File: src/rtl/led_fade_pwm.sv
`default_nettype none
// ============================================================================
// Module   : led_fade_pwm
// Brief    : Per-channel LED brightness fader with glitch-free shadowed PWM.
// Revision : 1.0 - initial release
// ============================================================================
module led_fade_pwm #(
    parameter int NUM_CH   = 5,
    parameter int PWM_BITS = 8,
    parameter int FADE_DIV = 65536,
    parameter int STEP     = 4
) (
    input  logic                       CLK,
    input  logic                       RST,
    input  logic                       ENABLE,
    input  logic [NUM_CH-1:0]          TARGET,
    output logic [NUM_CH-1:0]          LED_OUT,
    output logic [NUM_CH*PWM_BITS-1:0] LEVEL,
    output logic                       PERIOD_START
);

    localparam int                  PS_W      = (FADE_DIV > 1) ? $clog2(FADE_DIV) : 1;
    localparam logic [PWM_BITS-1:0] c_LVL_MAX = {PWM_BITS{1'b1}};
    localparam logic [PWM_BITS:0]   c_STEP_W  = (PWM_BITS + 1)'(STEP);
    localparam logic [PS_W-1:0]     c_PS_LAST = PS_W'(FADE_DIV - 1);

    logic [PWM_BITS-1:0] r_pwm_cnt_q;
    logic [PS_W-1:0]     r_presc_q;
    logic [PS_W-1:0]     w_presc_d;
    logic                r_period_start_q;
    logic                w_fade_tick;
    logic                w_copy;

    assign w_fade_tick = ENABLE && (r_presc_q == c_PS_LAST);
    assign w_copy      = (r_pwm_cnt_q == c_LVL_MAX);

    // The prescaler only advances while enabled so a resumed fade continues where it paused.
    always_comb begin
        w_presc_d = r_presc_q;
        if (w_fade_tick) begin
            w_presc_d = '0;
        end else if (ENABLE) begin
            w_presc_d = r_presc_q + 1'b1;
        end
    end

    always_ff @(posedge CLK) begin
        if (RST) begin
            r_pwm_cnt_q      <= '0;
            r_presc_q        <= '0;
            r_period_start_q <= 1'b0;
        end else begin
            r_pwm_cnt_q      <= r_pwm_cnt_q + 1'b1;
            r_presc_q        <= w_presc_d;
            r_period_start_q <= (r_pwm_cnt_q == '0);
        end
    end

    assign PERIOD_START = r_period_start_q;

    generate
        for (genvar gi = 0; gi < NUM_CH; gi++) begin : g_ch
            logic [PWM_BITS-1:0] r_level_q;
            logic [PWM_BITS-1:0] w_level_d;
            logic [PWM_BITS-1:0] r_shadow_q;
            logic [PWM_BITS:0]   w_sum;
            logic                r_led_q;

            // One extra bit of headroom: a set carry means the ramp overshot full scale.
            assign w_sum = {1'b0, r_level_q} + c_STEP_W;

            always_comb begin
                w_level_d = r_level_q;
                if (w_fade_tick) begin
                    if (TARGET[gi]) begin
                        w_level_d = w_sum[PWM_BITS] ? c_LVL_MAX : w_sum[PWM_BITS-1:0];
                    end else if ({1'b0, r_level_q} >= c_STEP_W) begin
                        w_level_d = r_level_q - c_STEP_W[PWM_BITS-1:0];
                    end else begin
                        w_level_d = '0;
                    end
                end
            end

            always_ff @(posedge CLK) begin
                if (RST) begin
                    r_level_q  <= '0;
                    r_shadow_q <= '0;
                    r_led_q    <= 1'b0;
                end else begin
                    r_level_q <= w_level_d;
                    // Shadow takes the pre-tick level so duty only changes on a period boundary.
                    if (w_copy) begin
                        r_shadow_q <= r_level_q;
                    end
                    r_led_q <= ENABLE && ((r_shadow_q == c_LVL_MAX) || (r_pwm_cnt_q < r_shadow_q));
                end
            end

            assign LED_OUT[gi]                       = r_led_q;
            assign LEVEL[gi*PWM_BITS +: PWM_BITS]    = r_level_q;
        end
    endgenerate

endmodule
`default_nettype wire

File: config.mk
export PLATFORM = sky130hd
export DESIGN_NAME = led_fade_pwm
export DESIGN_NICKNAME = d
export VERILOG_FILES = /design/src/rtl/led_fade_pwm.sv
export SDC_FILE = /design/constraint.sdc
export NUM_CORES = 1
export LEC_CHECK = 0
export ABC_AREA = 1
export CORE_UTILIZATION = 59
export CTS_CLUSTER_SIZE = 16
export DETAILED_ROUTE_END_ITERATION = 8
export PLACE_DENSITY_LB_ADDON = 0.2
export SETUP_SLACK_MARGIN = 0.4
export SYNTH_ARGS = -nofsm -noshare
export SYNTH_HDL_FRONTEND = slang
export SYNTH_SLANG_ARGS = --single-unit
File: constraint.sdc
create_clock -name CLK -period 4.9 [get_ports CLK]
set_clock_uncertainty 0.2 [all_clocks]
set_input_delay 0.735 -clock CLK [delete_from_list [all_inputs] [get_ports CLK]]
set_output_delay 0.735 -clock CLK [all_outputs]
set_load 0.02 [all_outputs]
## Word level (Yosys, flattened, before mapping)

Index checks and enable logic that the tools add are counted.

| storage, ports and cells | value |
|---|---|
| flip-flop bits (word level) | 110 |
| input port bits | 8 |
| output and inout bits | 46 |
| logic and storage cells | 75 |

| operators by class | value |
|---|---|
| mux-type cells | 15 |
| $add $sub $neg | 12 |
| order comparisons | 10 |
| equal/unequal tests | 7 |
| reduce and logical (&&, ||, !) cells | 13 |

Operator list:

| cell | count |
|---|---|
| two-way mux 8 bit | 15 |
| equality test 8 bit (second input constant) | 6 |
| adder 8 x 3 -> 9 bit (second input constant) | 5 |
| >= comparator 8 x 3 -> 1 bit (second input constant) | 5 |
| less-than comparator 8 bit | 5 |
| subtractor 8 x 3 -> 8 bit (second input constant) | 5 |
| adder 16 x 1 -> 16 bit (second input constant) | 1 |
| equality test 16 bit (second input constant) | 1 |
| adder 8 x 1 -> 8 bit (second input constant) | 1 |
| logical NOT 8 bit | 1 |
| logical AND 1 bit | 6 |
| logical OR 1 bit | 5 |
| OR reduction 2 bit | 1 |

## Depth between registers and ports, before layout

| depth | value |
|---|---|
| depth after elaboration | 3 |
| gate-level depth with buffers | 11 |
| depth with buffers taken out | 11 |

## Worst setup path before layout

OpenSTA, ideal clock, no wires.

| timing path | value |
|---|---|
| path kind | input -> register |
| start | in ENABLE |
| end | reg g_ch[1].r_level_q[7] |
| cell stages on the path | 10 |
| required time | 4.591 ns |
| slack | 2.952 ns |
| buffers on the path | 3 |
| setup time | 0.109 ns |
| data arrival time | 1.639 ns |
| cells stage by stage | buf_4 > nand3_1 > nor2_2 > nand2_2 > nor2_4 > buf_6 > buf_8 > nand3_1 > nand2_1 > inv_1 |

| on the way | value |
|---|---|
| longest elaborated chain between the ends | 1 |

RTL lines:

| what | line | RTL |
|---|---|---|
| start, declared | 15 | `input logic ENABLE,` |
| logical AND 1 bit | 34 | `assign w_fade_tick = ENABLE && (r_presc_q == c_PS_LAST);` |
| end signal, assigned | 91 | `r_level_q <= w_level_d;` |
| end, declared | 63 | `logic [PWM_BITS-1:0] r_level_q;` |

Every way passes these cells.
A chain may end at the register's enable or synchronous reset.

## Worst setup path after layout

| timing path | value |
|---|---|
| start | in ENABLE |
| end | reg g_ch[4].r_level_q[2] |

| on the way | value |
|---|---|
| longest elaborated chain between the ends | 1 |

RTL lines:

| what | line |
|---|---|
| logical AND 1 bit | 34 |
| end signal, assigned | 91 |
| end, declared | 63 |

Every way passes these cells.

==> metrics.yaml <==
cts:
  clock_path_buffers: 2
  cts_setup_buffers: 0
  cts_tree: "done"
  clk_latency_ns: 0.38
  clockRootBuffer: "clkbuf_8"
  post_cts_resized: 0
  htree_levels: 3
  cts_buffers: 9
  cts.reportedPaths.clkPinSlew_ns: 0.10
  postCtsHoldBufs: 0
  cts.sinks: 100
grt:
  grt_max_degree: 55
  grtUsageMet2_pct: 41.8
  busiest_layer: "met2"
  use_met3_pct: 5.96
  grt_first_pass_wirelength_mm: 24.1
  overflow: 0
  use_met1_pct: 35.6
  antenna_found_initial: 0
  grtUsageTotal_pct: 26.2
  first_global_vias: 5351
layout:
  num-nets-final: 1074
  area_delta_synth_final_pct: 9.66
  diodes: 0
  final_cell_mix: "201 x nand2_1, 173 x nor2_1, 135 x inv_1, 100 x dfxtp_1, 85 x o21ai_0"
  post-route-util_pct: 67.7
  drive_above_1_share_pct: 4.81
  mostFrequentLayoutCell: "nand2_1"
sta:
  finalHoldViolations: 0
  rsz0062_at_grt: "false"
  setup_viol: 0
  timing.hold.ws_ns: 0.290
  finalSetupTns_ns: 0
  max_freq_mhz: 354
  period_share_pct: 57.6
  setup_ws_ns: 2.08
  worstMarginPinSlew_ns: 0.830
  finalCriticalPeriod_ns: 2.82
  final-max-slew-violation-count: 0
  maxSlewHeadroom_pct: 44.5
floorplanning:
  rows: 37
  io_pins: 54
  core-area_um2: 10500
  die_w_um: 107
  die_area_um2: 11400
  die_y_um: 107
  start_util_pct: 61.7
logic_synthesis:
  syn_area_per_cell_um2: 6.58
  syn-num-nets: 1046
  synth.yosys.warnings: 0
  seq_area_frac_synth_pct: 30.9
  ys_types: 35
  syn_inst: 985
  ys_seq_elements: 100
  synthesis.area_um2: 6490
hold_path:
  hold_depth: 2
  min_path_type: "flop to flop"
  hp-start: "g_ch[4].r_shadow_q[7]$_SDFFE_PP0N_"
  hold_end: "g_ch[4].r_shadow_q[7]$_SDFFE_PP0N_"
placed_design:
  place.gp.congestion: 0.912
  pre_cts_ws_ns: 1.70
  detailed_place_hpwl_mm: 10.5
  numPortBuffers: 53
job:
  drv_cap: 0
worst_setup_path:
  slowest_delay_ns: 0.64
  path_buf_inv: 2
  r2r_end: "g_ch[4].r_level_q[2]$_SDFFE_PP0P_"
  end_kind: "flop"
  worst_ep_arrival_time_ns: 2.94
  path_cells: "clkdlybuf4s50_1 > nand3_1 > nor2_2 > nand2_2 > nor2_4 > buf_4 > o21ai_0 > a21oi_1"
  worst_path_max_delay_cell: "clkdlybuf4s50_1"
  reg2reg_depth: 8
  worst_setup_path_start_kind: "input pin"
  critical_path.max_fanout: 39
  critPathTopFamily: "simple AND/OR/NAND/NOR gates"
  timing.rr.start: "r_presc_q[1]$_SDFFE_PP0P_"
  crit_required_ns: 5.01
  ff2ff_setup_slack_ns: 2.48
  path_class: "input pin to flop"
pwr:
  power_density_nw_per_um2: 198
  peakVddDrop_mv: 0.143
  p_leak_nw: 3.09
status:
  outcome: "completed"
route:
  drc: 0
  ant_nets: 0
  wire_per_inst_um: 12.6
  route.vias.total: 6042
  drtIter0Drc: 321
  dr.pass1.iters: 4
  drt-vias-per-instance: 5.24
  wirelength_mm: 14.5
-- report_power, final --
part           total (mW)  internal [mW]  switching, mW
clock               0.494          0.191          0.303
combinational      0.0858         0.0332         0.0525
sequential          0.826          0.819        0.00748
total                1.41           1.04          0.363
-- per-stage QoR --
step / std cells / total power [mW] / cell area, µm²
floorplan: 985 / 0.905 / 6490
global placement: 1138 / 0.928 / 6930
detailed placement: 1138 / 0.930 / 6930
CTS: 1154 / 1.41 / 7110
global route: 1154 / 1.46 / 7110
finish: 1154 / 1.41 / 7110
-- how the worst max path moves through the flow --
stage	from	endpoint	slack [ns]	depth (start not counted)
after floorplan	ENABLE	g_ch[1].r_level_q[7]$_SDFFE_PP0P_	2.95	10
after global placement	ENABLE	g_ch[4].r_level_q[5]$_SDFFE_PP0P_	1.75	9
after detailed placement	ENABLE	g_ch[4].r_level_q[2]$_SDFFE_PP0P_	1.70	8
after CTS	ENABLE	g_ch[4].r_level_q[2]$_SDFFE_PP0P_	2.09	8
after global routing	ENABLE	g_ch[4].r_level_q[5]$_SDFFE_PP0P_	1.91	9
final	ENABLE	g_ch[4].r_level_q[2]$_SDFFE_PP0P_	2.08	8
-- cells by family after synthesis --
kind of cell	Yosys count	share of synthesized area, %
compound gates	156	12.7
buf+inv	178	12.4
flops	100	30.9
simple gates	482	31.6
fa+ha+maj	53	10.2
xor+xnor	16	2.16
-- cell usage after synthesis (all sizes together) --
cell / n / area (µm²)
nor2: 180 / 708
dfxtp: 100 / 2000
nand4: 14 / 93.8
a31oi: 5 / 31.3
o211ai: 2 / 15.0
xnor2: 4 / 35.0
buf: 30 / 245
xor2: 12 / 105
nor3b: 3 / 22.5
inv: 138 / 518
a21oi: 53 / 284
clkinv: 1 / 8.76
o21a: 6 / 45.0
o21ai: 90 / 450
nand3: 54 / 280
clkbuf: 9 / 33.8
ha: 53 / 663
nand2: 210 / 816
nor3: 20 / 123
nor4: 1 / 6.26
-- tightest hold or removal path: cells and delay by family, from the launching register on --
kind	cells	cell delay, ns
simple gates	2	0.13
flops	1	0.34
-- cell type report --
type	instances	area, µm²
clock buffer	9	124
clock inverter	7	58.8
fill	989	3400
inverter	139	527
multi-input combinational	707	3680
sequential	100	2000
tap	136	170
timing repair buffer	56	553
-- layer usage --
layer  wire length, µm  vias to the layer above  share of wire, %
met3               867                       15               6.0
li1                  -                     3189                 -
met2              6380                      155                44
met4               168                        0               1.2
met1              7070                     2683                49
met5                 0                        -                 0
-- flip-flops by register name, summed over array words and instances, names as in the netlist --
name and count:
g_ch.r_level_q 35, g_ch.r_shadow_q 35, r_presc_q 16, r_pwm_cnt_q 8, g_ch.r_led_q 5, PERIOD_START 1
Note: power is estimated with default switching activity, not from simulation.
